===== src/rtl/tetris_pkg.sv =====
// Shared field geometry, FSM states and score table for the line-clear engine.
package tetris_pkg;

  localparam int ROWS       = 20;
  localparam int COLS       = 20;
  localparam int FIELD_BITS = ROWS * COLS;

  typedef enum logic [1:0] {
    IDLE,
    SCAN,
    DONE
  } state_t;

  localparam logic [15:0] SCORE_K1 = 16'd40;
  localparam logic [15:0] SCORE_K2 = 16'd100;
  localparam logic [15:0] SCORE_K3 = 16'd300;
  localparam logic [15:0] SCORE_K4 = 16'd1200;

  function automatic logic [15:0] score_step(
    input logic [15:0] s,
    input logic [4:0]  k
  );
    logic [15:0] add;
    logic [16:0] sum;
    unique case (1'b1)
      (k == 5'd0): add = 16'd0;
      (k == 5'd1): add = SCORE_K1;
      (k == 5'd2): add = SCORE_K2;
      (k == 5'd3): add = SCORE_K3;
      default:     add = SCORE_K4;
    endcase
    sum = {1'b0, s} + {1'b0, add};
    return sum[16] ? 16'hFFFF : sum[15:0];
  endfunction

endpackage


===== src/rtl/row_collapse.sv =====
// Removes one row from the field: rows above it drop by one, zeros enter row 0.
module row_collapse #(
  parameter int ROWS = 20,
  parameter int COLS = 20,
  parameter int PW   = 5
) (
  input  logic [ROWS*COLS-1:0] field,
  input  logic [PW-1:0]        row,
  output logic [ROWS*COLS-1:0] collapsed
);

  always_comb begin
    collapsed = '0;
    for (int i = 0; i < ROWS; i++) begin
      if (PW'(i) > row)
        collapsed[i*COLS +: COLS] = field[i*COLS +: COLS];
      else if (i != 0)
        collapsed[i*COLS +: COLS] = field[(i-1)*COLS +: COLS];
    end
  end

endmodule


===== src/rtl/line_clear_engine.sv =====
// Scans a settled field bottom-up, removing full rows one per cycle.
// Define LINE_CLEAR_SCORE_EN to build the saturating score accumulator.
module line_clear_engine #(
  parameter int ROWS = tetris_pkg::ROWS,
  parameter int COLS = tetris_pkg::COLS
) (
  input  logic                 clk,
  input  logic                 reset,
  input  logic                 start,
  input  logic [ROWS*COLS-1:0] field_in,
  output logic                 busy,
  output logic                 done,
  output logic [ROWS*COLS-1:0] field_out,
  output logic [4:0]           lines_cleared,
  output logic [15:0]          score
);

  import tetris_pkg::*;

  localparam int FB = ROWS * COLS;
  localparam int PW = (ROWS > 1) ? $clog2(ROWS) : 1;

  state_t        state_q, state_d;
  logic [FB-1:0] work_q, work_d;
  logic [PW-1:0] ptr_q, ptr_d;
  logic [4:0]    cnt_q, cnt_d;
  logic [FB-1:0] fout_d;
  logic [4:0]    lc_d;
  logic          done_d;
  logic [FB-1:0] collapsed;
  logic          row_full;

  row_collapse #(
    .ROWS (ROWS),
    .COLS (COLS),
    .PW   (PW)
  ) u_collapse (
    .field     (work_q),
    .row       (ptr_q),
    .collapsed (collapsed)
  );

  assign row_full = &work_q[int'(ptr_q)*COLS +: COLS];
  assign busy     = (state_q != IDLE);

  always_comb begin
    state_d = state_q;
    work_d  = work_q;
    ptr_d   = ptr_q;
    cnt_d   = cnt_q;
    fout_d  = field_out;
    lc_d    = lines_cleared;
    done_d  = 1'b0;
    unique case (state_q)
      IDLE: begin
        if (start) begin
          work_d  = field_in;
          ptr_d   = PW'(ROWS - 1);
          cnt_d   = '0;
          state_d = SCAN;
        end
      end
      SCAN: begin
        // Pointer holds on a cleared row: the row above has just dropped in.
        if (row_full) begin
          work_d = collapsed;
          cnt_d  = cnt_q + 5'd1;
        end else if (ptr_q == '0) begin
          state_d = DONE;
        end else begin
          ptr_d = ptr_q - PW'(1);
        end
      end
      DONE: begin
        fout_d  = work_q;
        lc_d    = cnt_q;
        done_d  = 1'b1;
        state_d = IDLE;
      end
      default: state_d = IDLE;
    endcase
  end

  always_ff @(posedge clk) begin
    if (reset) begin
      state_q       <= IDLE;
      work_q        <= '0;
      ptr_q         <= PW'(ROWS - 1);
      cnt_q         <= '0;
      field_out     <= '0;
      lines_cleared <= '0;
      done          <= 1'b0;
    end else begin
      state_q       <= state_d;
      work_q        <= work_d;
      ptr_q         <= ptr_d;
      cnt_q         <= cnt_d;
      field_out     <= fout_d;
      lines_cleared <= lc_d;
      done          <= done_d;
    end
  end

`ifdef LINE_CLEAR_SCORE_EN
  logic [15:0] score_q;

  always_ff @(posedge clk) begin
    if (reset)
      score_q <= '0;
    else if (state_q == DONE)
      score_q <= score_step(score_q, cnt_q);
  end

  assign score = score_q;
`else
  assign score = '0;
`endif

endmodule

===== config.mk =====
export PLATFORM = sky130hd
export DESIGN_NAME = line_clear_engine
export DESIGN_NICKNAME = d
export VERILOG_FILES = /design/src/rtl/tetris_pkg.sv /design/src/rtl/row_collapse.sv /design/src/rtl/line_clear_engine.sv
export SDC_FILE = /design/constraint.sdc
export NUM_CORES = 2
export LEC_CHECK = 0
export BUFFER_PORTS_ARGS = -buffer_cell sky130_fd_sc_hd__buf_2
export CAP_MARGIN = 0
export CORE_AREA = 2 2 323 325
export CTS_CLUSTER_SIZE = 20
export DETAILED_ROUTE_END_ITERATION = 10
export DIE_AREA = 0 0 325 327
export GPL_TIMING_DRIVEN = 1
export HOLD_SLACK_MARGIN = 0.02
export PLACE_DENSITY_LB_ADDON = 0.15
export SYNTH_ARGS = -nofsm -noshare
export SYNTH_HDL_FRONTEND = slang
export SYNTH_SLANG_ARGS = --single-unit

===== constraint.sdc =====
create_clock -name clk -period 3.31 [get_ports clk]
set_input_delay 0.1655 -clock clk [delete_from_list [all_inputs] [get_ports clk]]
set_output_delay 0.1655 -clock clk [all_outputs]
set_load 0.01 [all_outputs]

==> results.toml <==
[yosys]
postSynthCellCount = 4912
netlist_area_um2 = 39500
yosys_register_bits = 818
synth.yosys.warnings = 0
syn_avg_cell_area_um2 = 8.03
ys_seq_area_share_pct = 41.5
synth_enable_flop_cells = 0
yosys_most_used_dff = "dfxtp_1"
async_reset_ff_share_pct = 0
unique_cell_type_count_in_the_yosys_netlist = 67

[critical_path]
critPathRequiredTime_ns = 3.89
rr_endpoint = "work_q[371]"
cp_cell_sequence = "buf_12 -> buf_12 -> mux2i_2 -> o22ai_1 -> o21ai_1 -> nand3_1 -> nand4_4 -> buf_4 -> nor2_4 -> buf_4 -> a31oi_4 -> buf_12 -> clkbuf_16 -> mux2_2"
critical_path_s_slowest_cell = "dfxtp_4"
criticalPathCategory = "flip-flop to flip-flop"
path_common_cell = "buf_12"
reg2reg_setup_slack_ns = -0.02
r2r.worst_path.cells = 14
start_kind = "flip-flop"
r2r_start = "ptr_q[0]"
worst_setup_path_end_kind = "flip-flop"
timing.critical_path.slowest_cell_delay_ns = 0.39
worst-endpoint-arrival_ns = 3.91
critical_path.max_fanout = 13

[global_routing]
antenna_violations_before_repair = 15
grt_start_max_net_pins = 171
overall_global_routing_usage_pct = 34.2
number_of_global_route_vias_before_repair = 40100
grt_pass1_wl_um = 272000
overflow = 0

[timing]
post_route_setup_tns_ns = -0.308
setup-violations-final = 32
rsz_0062_raised_after_global_routing = "yes"
total_count_of_hold_check_failures_in_the_final_report = 0
maxSlewHeadroom_pct = 35.3
setup_slack_ns = -0.0221
worst_pin_slew_ns = 0.970
finalMaxSlewViolations = 0
max_freq_mhz = 300
clock-skew-final_ns = 0.0301
period_needed_ns = 3.33
final_cycle_utilization_of_the_critical_path_pct = 101

[floorplan]
die_width_um = 325
placeableCoreArea_um2 = 103000
die_h_um = 327
design.portCount = 826
initial_utilization_pct = 38.3
placementRows = 118
die-area_um2 = 106000

[min_path]
hp-class = "input pin to flip-flop"
hold_depth = 4
hold_path_end = "work_q[45]"
worst_hold_startpoint = "field_in[45]"

[detailed_routing]
postRouteWirelength_um = 193000
violation_count_after_the_first_detailed_route_iteration = 3916
detail-route-antenna-nets = 0
detailroute.via_count = 41800
routed_wire_length_per_instance_um = 25.5
firstDrtPassIters = 6
vias_per_cell = 5.52
drc_errors = 0

[clock_network]
cts_sinks = 818
cts_max_level = 3
worst_skew_pair.late_latency_ns = 0.70
cts.reportedPaths.clkPinSlew_ns = 0.07
tritoncts_clock_tree = "built"
cts_made_buffers = 93
cts_root_buf = "clkbuf_16"
clock_path_buffers = 3

[place]
dpl.hpwl_um = 137000
dp_worst_setup_slack_ns = -0.269
routability_congestion = 0.924
placement.io_buffers = 809

[layout]
drive_above_1_share_pct = 28.3
area_added_between_synthesis_and_finish_pct = 37.9
design.final.nets = 6521

[job]
timing.max_cap.violations = 0

[run_status]
violations = "negative setup slack"
status = "complete, but fails checks"

[power]
power.static_leakage_nw = 22.7
p_per_area_nw_per_um2 = 476
ir_worst_vdd_uv = 340
-- cells in the mapped netlist (3+ instances only) --
library cell / number / area [um^2]
and2_1: 3 / 18.8
inv_1: 7 / 26.3
a221oi_2: 91 / 1370
buf_2: 38 / 190
nand4_1: 3 / 18.8
a21oi_1: 632 / 3160
nand3_1: 28 / 140
buf_4: 33 / 248
a22o_1: 19 / 166
o22ai_1: 23 / 144
nor3_1: 10 / 50.1
a221oi_1: 31 / 272
clkbuf_1: 312 / 1170
o221ai_1: 4 / 35.0
o21ai_0: 151 / 756
mux2i_1: 62 / 621
a21o_1: 3 / 22.5
o211ai_1: 8 / 60.1
buf_12: 3 / 60.1
or2_2: 3 / 18.8
nor2b_1: 202 / 1260
dfxtp_1: 818 / 16400
ha_1: 5 / 62.6
or3_1: 5 / 31.3
nand3b_1: 6 / 45.0
nand2b_1: 12 / 75.1
buf_6: 35 / 394
mux2_4: 80 / 1200
nor2_1: 505 / 1900
a31oi_1: 9 / 56.3
a311oi_1: 60 / 526
buf_1: 23 / 86.3
nand2_1: 1396 / 5240
a211oi_1: 63 / 473
mux2_2: 135 / 1520
mux4_2: 51 / 1150
-- layout make-up --
type	count	area, um^2
antenna	6	15.0
clock buffer	132	2730
clock inverter	35	415
fill	10000	48500
inverter	8	42.5
multi-input combinational	3655	21400
sequential	818	16400
tap	1380	1730
timing repair buffer	1537	11600
-- state kept, by name, summed over array words and instances, names as in the netlist --
signal and flops:
field_out 400, work_q 400, cnt_q 5, lines_cleared 5, ptr_q 5, state_q 2, done 1
-- through the flow --
stage	total power [W]	area (um^2)	hold slack, ns	cells	utilization [%]
6_report	0.0259	54400	0.0436	7571	52.9
4_1_cts	0.0258	53200	0.0253	7503	51.7
3_3_place_gp	0.0146	46200	0.379	6953	44.9
3_5_place_dp	0.0147	46200	0.380	6953	44.9
5_1_grt	0.0266	54400	0.0570	7570	52.9
2_1_floorplan	0.0128	39500	0.291	4927	-
-- repair_timing --
item,4_1_cts,5_1_grt
hold endpoints to repair,394,0
gates cloned,0,15
hold buffers,377,0
endpoints found under the setup margin,228,402
buffers inserted,6,47
resized for setup,6,95
pin swaps,1,24
-- power by group --
part	internal [W]	total (W)	switching, W	leakage, nW
Sequential	0.0103	0.0111	0.000822	6.67
Combinational	0.00185	0.00394	0.00209	14.5
Clock	0.00635	0.0108	0.00448	1.55
Total	0.0185	0.0259	0.00739	22.7
-- worst max-delay path, delay by kind of cell, from the launching register on --
family / cells / cell delay [ns]
buffers and inverters: 6 / 0.98
multiplexers: 2 / 0.68
AO/OA/AOI/OAI: 3 / 0.66
AND/OR/NAND/NOR: 3 / 0.46
flip-flops: 1 / 0.39
-- routing by layer --
layer	part of all wire [%]	vias to the layer above	GRT usage, %
met4	6.2	8	19.3
met3	6.9	460	5.00
met5	0.024	-	0
met1	40	20300	42.7
met2	47	1917	56.6
li1	-	19100	-
-- worst max path at each step --
stage,start,endpoint,slack [ns],depth (start not counted)
floorplan,ptr_q[0],work_q[120],0.36,12
global placement,ptr_q[1],work_q[35],-0.26,9
detailed placement,ptr_q[1],work_q[20],-0.27,9
CTS,ptr_q[0],work_q[117],-0.02,13
global route,ptr_q[2],work_q[117],-0.07,14
finish,ptr_q[0],work_q[371],-0.02,14
-- cells by family (layout without fill, tap and decap cells) --
| group | Yosys count | in the layout | synth area share [%] |
|---|---|---|---|
| simple gates | 2187 | 2187 | 22.7 |
| compound gates | 1119 | 1119 | 18.7 |
| flops | 818 | 818 | 41.5 |
| buf+inv | 454 | 1712 | 5.61 |
| mux | 328 | 328 | 11.4 |
| fa+ha+maj | 5 | 5 | 0.159 |
| other cells | 1 | 22 | 0.00950 |
-- layout by cell type (no fill, tap or decap), drive strengths merged, types with 5 or more instances in the layout --
cell type / netlist / routed
clkbuf: 312 / 143
dlygate4sd3: 0 / 377
nand2b: 12 / 12
o22ai: 23 / 23
inv: 8 / 10
bufinv: 0 / 8
a31oi: 11 / 11
ha: 5 / 5
nand2: 1396 / 1396
nand3b: 6 / 6
a21oi: 632 / 632
mux2: 215 / 215
a22o: 19 / 19
nor2b: 202 / 202
a311oi: 60 / 60
mux2i: 62 / 62
or3: 6 / 6
nand3: 29 / 29
clkinv: 0 / 21
mux4: 51 / 51
o211ai: 8 / 8
dfxtp: 818 / 818
o21ai: 152 / 152
a221oi: 122 / 122
nor2: 506 / 506
conb: 1 / 16
a211oi: 64 / 64
diode: 0 / 6
buf: 134 / 1149
nor3: 11 / 11
Note: power is estimated with default switching activity, not from simulation.
